--- src/rtl/uart_pkg.sv ---
// Shared UART definitions: baud-select codes, divisor helper, frame size and
// the transmit FSM state type. The receive path uses the same codes and divisor.
package uart_pkg;

  localparam logic [2:0] BAUD_9600   = 3'd0;
  localparam logic [2:0] BAUD_19200  = 3'd1;
  localparam logic [2:0] BAUD_38400  = 3'd2;
  localparam logic [2:0] BAUD_57600  = 3'd3;
  localparam logic [2:0] BAUD_115200 = 3'd4;

  localparam int unsigned FRAME_BITS = 10;

  typedef enum logic [1:0] {
    IDLE,
    START,
    DATA,
    STOP
  } tx_state_t;

  // Clock cycles per bit for a rate select; codes above 115200 alias to 115200.
  function automatic int unsigned baud_div(input int unsigned clk_freq,
                                           input logic [2:0]  sel);
    case (sel)
      BAUD_9600:  return clk_freq / 9600;
      BAUD_19200: return clk_freq / 19200;
      BAUD_38400: return clk_freq / 38400;
      BAUD_57600: return clk_freq / 57600;
      default:    return clk_freq / 115200;
    endcase
  endfunction

endpackage

--- src/rtl/uart_fifo_tx_sync_fifo.sv ---
// Single-clock FIFO with a registered occupancy count. Pushes while full and
// pops while empty are ignored; the head word is visible on dout without a pop.
module sync_fifo #(
  parameter int unsigned WIDTH = 8,
  parameter int unsigned DEPTH = 16
) (
  input  logic             clk,
  input  logic             rst,
  input  logic             push,
  input  logic             pop,
  input  logic [WIDTH-1:0] din,
  output logic [WIDTH-1:0] dout,
  output logic             full,
  output logic             empty
);

  localparam int unsigned AW = $clog2(DEPTH);

  logic [WIDTH-1:0] mem [DEPTH];
  logic [AW-1:0]    wr_ptr;
  logic [AW-1:0]    rd_ptr;
  logic [AW:0]      count;
  logic             do_push;
  logic             do_pop;

  assign do_push = push & ~full;
  assign do_pop  = pop & ~empty;
  assign full    = (count == (AW+1)'(DEPTH));
  assign empty   = (count == '0);
  assign dout    = mem[rd_ptr];

  // Storage write; contents need no reset because count guards every read.
  always_ff @(posedge clk) begin
    if (do_push) mem[wr_ptr] <= din;
  end

  // Pointer and occupancy bookkeeping; pointers wrap at DEPTH naturally.
  always_ff @(posedge clk) begin
    if (rst) begin
      wr_ptr <= '0;
      rd_ptr <= '0;
      count  <= '0;
    end else begin
      if (do_push) wr_ptr <= wr_ptr + AW'(1);
      if (do_pop)  rd_ptr <= rd_ptr + AW'(1);
      case ({do_push, do_pop})
        2'b10:   count <= count + (AW+1)'(1);
        2'b01:   count <= count - (AW+1)'(1);
        default: count <= count;
      endcase
    end
  end

endmodule

--- src/rtl/uart_fifo_tx.sv ---
// Buffered 8N1 UART transmitter: bytes are queued in a FIFO and serialised on
// tx at the rate chosen by baud_set, which is latched at the start of each frame.
module uart_fifo_tx
  import uart_pkg::*;
#(
  parameter int unsigned CLK_FREQ = 50_000_000,
  parameter int unsigned DEPTH    = 16
) (
  input  logic       clk,
  input  logic       rst,
  input  logic [2:0] baud_set,
  input  logic       wr_en,
  input  logic [7:0] wr_data,
  output logic       full,
  output logic       empty,
  output logic       overflow,
  output logic       tx,
  output logic       busy,
  output logic       tx_done
);

  tx_state_t   state;
  logic [7:0]  shreg;
  logic [7:0]  head;
  logic [2:0]  bit_cnt;
  logic [31:0] div_cnt;
  logic [31:0] bit_last;
  logic        push;
  logic        pop;
  logic        bit_end;

  assign push    = wr_en & ~full;
  assign pop     = (state == IDLE) & ~empty;
  assign busy    = (state != IDLE);
  assign bit_end = (div_cnt == bit_last);

  sync_fifo #(
    .WIDTH (8),
    .DEPTH (DEPTH)
  ) u_fifo (
    .clk   (clk),
    .rst   (rst),
    .push  (push),
    .pop   (pop),
    .din   (wr_data),
    .dout  (head),
    .full  (full),
    .empty (empty)
  );

  // Sticky flag for writes that were dropped because the FIFO was full.
  always_ff @(posedge clk) begin
    if (rst)                overflow <= 1'b0;
    else if (wr_en && full) overflow <= 1'b1;
  end

  // Frame sequencer. tx_done is raised one cycle early so that, being
  // registered, it is high exactly during the last cycle of the stop bit.
  always_ff @(posedge clk) begin
    if (rst) begin
      state    <= IDLE;
      tx       <= 1'b1;
      tx_done  <= 1'b0;
      shreg    <= '0;
      bit_cnt  <= '0;
      div_cnt  <= '0;
      bit_last <= '0;
    end else begin
      tx_done <= 1'b0;
      case (state)
        IDLE: begin
          tx <= 1'b1;
          if (!empty) begin
            shreg    <= head;
            bit_cnt  <= '0;
            div_cnt  <= '0;
            bit_last <= baud_div(CLK_FREQ, baud_set) - 32'd1;
            tx       <= 1'b0;
            state    <= START;
          end
        end
        START: begin
          if (bit_end) begin
            div_cnt <= '0;
            tx      <= shreg[0];
            state   <= DATA;
          end else begin
            div_cnt <= div_cnt + 32'd1;
          end
        end
        DATA: begin
          if (bit_end) begin
            div_cnt <= '0;
            if (bit_cnt == 3'd7) begin
              tx    <= 1'b1;
              state <= STOP;
            end else begin
              bit_cnt <= bit_cnt + 3'd1;
              shreg   <= {1'b0, shreg[7:1]};
              tx      <= shreg[1];
            end
          end else begin
            div_cnt <= div_cnt + 32'd1;
          end
        end
        STOP: begin
          if (bit_end) begin
            div_cnt <= '0;
            state   <= IDLE;
          end else begin
            div_cnt <= div_cnt + 32'd1;
            tx_done <= (div_cnt == bit_last - 32'd1);
          end
        end
        default: state <= IDLE;
      endcase
    end
  end

endmodule
--- config.mk ---
export PLATFORM = sky130hd
export DESIGN_NAME = uart_fifo_tx
export DESIGN_NICKNAME = d
export VERILOG_FILES = /design/src/rtl/uart_pkg.sv /design/src/rtl/uart_fifo_tx_sync_fifo.sv /design/src/rtl/uart_fifo_tx.sv
export SDC_FILE = /design/constraint.sdc
export NUM_CORES = 1
export LEC_CHECK = 0
export CAP_MARGIN = 20
export CORE_ASPECT_RATIO = 2
export CORE_MARGIN = 5
export CORE_UTILIZATION = 30
export CTS_CLUSTER_DIAMETER = 100
export DETAILED_ROUTE_END_ITERATION = 8
export RECOVER_POWER = 100
export SLEW_MARGIN = 25
export SYNTH_ARGS = -nofsm -noshare
export SYNTH_HDL_FRONTEND = slang
export SYNTH_SLANG_ARGS = --single-unit
export TNS_END_PERCENT = 20
--- constraint.sdc ---
create_clock -name clk -period 3.1 [get_ports clk]
set_clock_uncertainty 0.15 [all_clocks]
set_input_delay 0.31 -clock clk [delete_from_list [all_inputs] [get_ports clk]]
set_output_delay 0.31 -clock clk [all_outputs]
set_load 0.01 [all_outputs]
# Word-level counts from Yosys, hierarchy flattened
# Memory sizes are Yosys's and may differ from the RTL's. A register that Yosys moved wholly into a read port is not among the register bits.
# Index checks and enable logic that the tools add are counted.
word_totals:
  regBits: 93
  latch_bits: 0
  ramBits: 128
  mem_bits_ro: 0
  inputBits: 14
  output_inout_bits: 6
  wordCells: 90
  n_memories: 1
op_classes:
  n_addsub: 8
  mul: 0
  n_div: 0
  n_lt_le_gt_ge: 0
  n_eq_ne: 18
  n_shift: 0
  mux: 31
  bitwise_logic: 7
  n_reduce_logical: 14
mem_list:
  columns: ["name", "depth", "word_bits", "read_ports", "rd_clocked_by_memory_dff", "wr", "line", "source"]
  rows:
  - ["u_fifo.mem", 16, 8, 1, 1, 1, "uart_fifo_tx_sync_fifo.sv:19", "logic [WIDTH-1:0] mem [DEPTH];"]
op_table:
  columns: ["op", "n"]
  rows:
  - ["$mux W32", 5]
  - ["$eq A32 B32 Y1", 2]
  - ["$pmux W32 S2", 1]
  - ["$sub A32 B1 Y32 const B", 2]
  - ["$pmux W13 S4", 1]
  - ["$add A32 B1 Y32 const B", 1]
  - ["$mux W8", 3]
  - ["$pmux W8 S2", 1]
  - ["$ne A2 B2 Y1 const B", 6]
  - ["$mux W2", 5]
  - ["$pmux W5 S2", 1]
  - ["$mux W3", 3]
  - ["$add A4 B1 Y4 const B", 2]
  - ["$mux W4", 2]
  - ["$pmux W2 S4", 1]
  - ["$eq A2 B2 Y1 const B", 3]
  - ["$eq A3 B2 Y1 const B", 2]
  - ["$mux W1", 6]
  - ["$pmux W3 S2", 1]
  - ["$reduce_bool A2 Y1", 3]
  - ["$reduce_or A3 Y1", 2]
  - ["$add A5 B1 Y5 const B", 1]
  - ["$eq A5 B5 Y1 const B", 1]
  - ["$logic_not A5 Y1", 1]
  - ["other kinds (16)", 22]

# Depth between registers and ports, before layout
depth:
  ltp_word: 6
  mapped_depth: 15
  ltp_nobuf: 13

# Cells and area by module
# Synthesis repeated with hierarchy kept, for this count alone.
unflattened:
  hier_cells: 898
  hier_area_um2: 10331.2
by_module_without_submodules:
  columns: ["mod", "instances", "cells_per_inst", "area_each_um2", "seq_area_each_um2"]
  rows:
  - ["sync_fifo", 1, 324, 5836.8, 4184.0]
  - ["uart_fifo_tx", 1, 574, 4494.3, 1421.4]

# Least setup slack after synthesis
# No wires, ideal clock.
synth_path:
  path_type: "reg2reg"
  from: "reg u_fifo.count[1]"
  to: "reg u_fifo.count[4]"
  setup_time_ps: 71
  arrival_time_ps: 2923
  t_required_ps: 2879
  path_slack_ps: -43
  path_stages_with_launch: 13
  n_path_buf: 1
  synth_period_minus_slack_ps: 3143
  path_cell_list: "dfxtp_1 -> nor4_1 -> nor2b_1 -> nand2b_1 -> inv_1 -> clkbuf_1 -> ha_1 -> ha_1 -> a21o_1 -> a21oi_1 -> xnor2_1 -> or3_1 -> a21oi_1"
synth_via:
  elab_chain_len: 6
  elab_cells_between_ends: 14
  classes_between: "2 x add/sub; 3 x eq/ne; 1 x mux; 6 x bitwise; 2 x reduce/logical"
synth_lines:
  columns: ["item", "line", "source"]
  rows:
  - ["start: declaration", "uart_fifo_tx_sync_fifo.sv:22", "logic [AW:0] count;"]
  - ["start signal: assignment", "uart_fifo_tx_sync_fifo.sv:47", "2'b10: count <= count + (AW+1)'(1);"]
  - ["start signal: assignment", "uart_fifo_tx_sync_fifo.sv:48", "2'b01: count <= count - (AW+1)'(1);"]
  - ["start signal: assignment", "uart_fifo_tx_sync_fifo.sv:49", "default: count <= count;"]
  - ["$logic_not A5 Y1 (*)", "uart_fifo_tx_sync_fifo.sv:29", "assign empty = (count == '0);"]
  - ["net empty", "uart_fifo_tx.sv:15", "output logic empty,"]
  - ["$not A1 Y1 (*)", "uart_fifo_tx.sv:33", "assign pop = (state == IDLE) & ~empty;"]
  - ["$and A1 B1 Y1 (*)", "uart_fifo_tx.sv:33", null]
  - ["net pop", "uart_fifo_tx.sv:29", "logic pop;"]
  - ["$and A1 B1 Y1 (*)", "uart_fifo_tx_sync_fifo.sv:27", "assign do_pop = pop & ~empty;"]
  - ["$eq A2 B1 Y1 / $eq A2 B2 Y1 (equally long branches)", "uart_fifo_tx_sync_fifo.sv:46", "case ({do_push, do_pop})"]
  - ["$pmux W5 S2 / $reduce_bool A2 Y1 (equally long branches)", null, null]
# The timed path passes the listed nets; every way through them passes the cells marked *.
# A chain may end at the register's enable or synchronous reset.

# Worst setup path in the final report
layout_path:
  from: "reg bit_last[10]"
  to: "reg tx_done"
layout_via:
  elab_chain_len: 2
  elab_cells_between_ends: 4
  classes_between: "1 x add/sub; 2 x eq/ne; 1 x reduce/logical"
layout_lines:
  columns: ["item", "line", "source"]
  rows:
  - ["start: declaration", "uart_fifo_tx.sv:27", "logic [31:0] bit_last;"]
  - ["start signal: assignment", "uart_fifo_tx.sv:77", "bit_last <= baud_div(CLK_FREQ, baud_set) - 32'd1;"]
  - ["$sub A32 B1 Y32 / $eq A32 B32 Y1 (equally long branches)", "uart_fifo_tx.sv:112, uart_fifo_tx.sv:35", null]
  - ["$eq A32 B32 Y1 / $reduce_or A3 Y1 (equally long branches)", null, null]
  - ["end signal: assignment", "uart_fifo_tx.sv:112", "tx_done <= (div_cnt == bit_last - 32'd1);"]
  - ["end: declaration", "uart_fifo_tx.sv:19", "output logic tx_done"]
# Parallel ways exist; a longest one is shown, timed or not.

==> out/metrics.cfg <==
[outcome]
outcome = complete, no violations

[clocking]
cts_buffer_depth = 3
clockRootBuffer = clkbuf_16
cts_sinks = 216
cts_tree = done
path_clk_slew_ns = 0.07
cts_resized = 0
post_cts_buffers = 0
hold_buffers = 0
clk_latency_ns = 0.51
htree_levels = 1
cts_buffers = 20

[worst_setup_path]
r2r_slack_ns = 0.14
r2r-start = bit_last[10]
timing.rr.end = tx_done
crit_path_max_fanout = 13
reg2reg_depth = 7
required_ns = 3.40
arrival_ns = 3.26
setup.worst_path.end_class = register
cp-endpoint = tx_done
worst-setup-path-type = register to register
startpoint = bit_last[10]
start_kind = register

[layout]
fillCellCount = 3326
multiInputGateArea_mm2 = 0.00413
syn2layout_area_growth_pct = 13.9
final_area_mm2 = 0.0115
n_antenna_cell = 0
finalNetCount = 900
layout-drive-gt1-share_pct = 12.9
area.sequential_mm2 = 0.00561

[drt]
wl_mm = 24.2
antenna_left = 0
drtPass1Iterations = 4
remaining_drc_errors = 0
post_drt_wl_per_cell_um = 18.4
initialDrtViolationCount = 297
via_per_inst = 5.02
num_vias = 6619

[floorplan]
ios = 20
row_count = 95
start_util_pct = 30.2
coreArea_mm2 = 0.0335
die_y_um = 270
die_w_um = 140
die_area_mm2 = 0.0377

[global_route]
antenna_found_initial = 0
grt_pass1_wl_mm = 37.9
grt_pass1_vias = 6842
overflow = 0
grt_max_degree = 45
grtUsageTotal_pct = 12.7

[timing]
layout_min_cycle_time_ns = 2.96
fin_hold_ws_ns = 0.0396
post-route-period-util_pct = 95.5
finalSetupTns_ns = 0
rsz0062_at_grt = false
worstMarginPinSlew_ns = 0.884
slew_viol_final = 0
finalHoldViolCount = 0
max_freq_mhz = 338
slew_headroom_pct = 40.9
finalSetupViolCount = 0

[synthesis]
yosysWarnings = 0
synth-seq-cells = 216
synth_top_area_share_pct = 38.0
synth_area_per_cell_um2 = 12.1
ys.flop_type = edfxtp_1
ys_seq_area_share_pct = 55.5
synth_top_cell_by_area = edfxtp_1
synthDistinctLibCells = 65
synthArstFlopShare_pct = 0
syn_inst = 838
synthesis.nets = 870
synth_area_leaders = edfxtp_1 38%, dfxtp_1 17%, mux4_2 8.9%, xor2_1 3.3%, nor2_1 2.8%
synth_edf_count = 128
synth.cell_area_mm2 = 0.0101

[placement]
port_buffers = 19
place_congestion = 0.868
post-dp-hpwl_mm = 18.1
place_area_mm2 = 0.0110

[hold_path]
hold_class = input port to register

[power_and_ir_drop]
p_leak_nw = 3.94
cellPowerDensity_mw_per_mm2 = 827
ir_drop_mv = 0.335

[job]
cap_violations = 0

[cells in the mapped netlist, types with 17 or more instances]
cell type,instances
nor2_1,75
inv_1,20
edfxtp_1,128
ha_1,17
nand2_1,58
mux4_2,40
nand3_1,25
dfxtp_1,88
xor2_1,38
a311oi_1,20
nor3_1,22
xnor2_1,21
clkbuf_1,36
a21oi_1,48
[per-stage QoR]
stage / worst slack (ns) / total power, mW / util, % / std cells
2_1_floorplan: 0.0864 / 6.16 / - / 838
3_3_place_gp: 0.0997 / 7.09 / 32.7 / 1282
3_5_place_dp: 0.144 / 7.13 / 32.7 / 1282
4_1_cts: 0.118 / 9.70 / 34.7 / 1318
5_1_grt: 0.0181 / 10.1 / 34.4 / 1318
6_report: 0.141 / 9.52 / 34.4 / 1318
[where the power goes]
part	total (mW)	leakage, nW	internal, mW	switching, mW
sequential	3.46	1.87	3.25	0.217
clock	2.54	0.320	1.42	1.11
combinational	3.52	1.75	1.49	2.04
[critical path, cell delays in order, from the launching register on]
cell,delay (ns)
dfxtp_1,0.45
or4_1,0.64
nor4_4,0.50
nand3_1,0.16
xnor2_1,0.25
o211ai_1,0.13
nor4_1,0.38
and4_1,0.25
[sequential cells by signal, summed over array words and instances (netlist names), named ones only]
register / count
tx: 1
u_fifo.wr_ptr: 4
bit_last: 23
u_fifo.count: 5
u_fifo.rd_ptr: 4
u_fifo.mem: 128
tx_done: 1
shreg: 8
overflow: 1
bit_cnt: 3
div_cnt: 32
state: 2
[cell usage in the layout (no fill, tap or decap), types with 4 or more instances in the layout]
cell type	synthesis	final
clkdlybuf4s50_1	0	4
nor2_1	75	76
inv_1	20	20
nand2b_1	9	9
a31o_1	4	4
a311oi_1	20	20
or4_1	8	8
a211o_1	4	4
xnor2_1	21	21
nand3_1	25	25
mux2_2	5	5
nand4_1	9	9
mux4_2	40	40
clkbuf_16	0	21
dlygate4sd3_1	0	14
ha_1	17	17
clkinv_4	0	4
buf_4	0	24
a31oi_1	5	5
or3_1	5	5
mux2i_1	9	9
nor2b_1	5	4
and2_1	16	10
a41oi_1	2	5
and2_0	0	6
edfxtp_1	128	128
dfxtp_1	88	87
nor3_1	22	24
nor4_1	14	14
and3_1	10	10
o21ai_0	15	15
a21oi_1	48	48
xor2_1	38	38
a211oi_1	6	6
nand2_1	58	59
clkbuf_1	36	22
o22ai_1	5	5
[worst min-delay path by stage]
stage | startpoint | to | cells after the start
floorplan | wr_data[0] | u_fifo.mem[0][0] | 0
global placement | shreg[7] | shreg[7] | 2
detailed placement | overflow | overflow | 2
CTS | rst | div_cnt[30] | 2
global route | rst | div_cnt[30] | 2
finish | rst | div_cnt[30] | 2
[cell families (layout without fill, tap and decap cells)]
logic type / Yosys count / count (layout) / synth area share [%]
simple gates: 279 / 279 / 14.3
flops: 216 / 216 / 55.5
compound gates: 135 / 135 / 9.19
buf+inv: 77 / 121 / 3.24
xor+xnor: 59 / 59 / 5.11
mux: 54 / 54 / 10.4
fa+ha+maj: 18 / 18 / 2.30
[layout make-up]
cell class                      instances  area share [%]
Clock buffer                           23            4.63
Clock inverter                         13            1.22
Inverter                               20           0.652
Multi-Input combinational cell        545            35.9
Sequential cell                       216            48.7
Tap cell                              436            4.74
Timing Repair Buffer                   65            4.17
[layer usage]
layer | global-route usage (%) | vias up | part of all wire (%)
li1 | - | 3199 | -
met1 | 11.1 | 3242 | 32
met2 | 25.8 | 111 | 59
met3 | 1.37 | 67 | 2.3
met4 | 8.50 | 0 | 6.9
met5 | 0 | - | 0
Power figures use the tool's default switching activity.
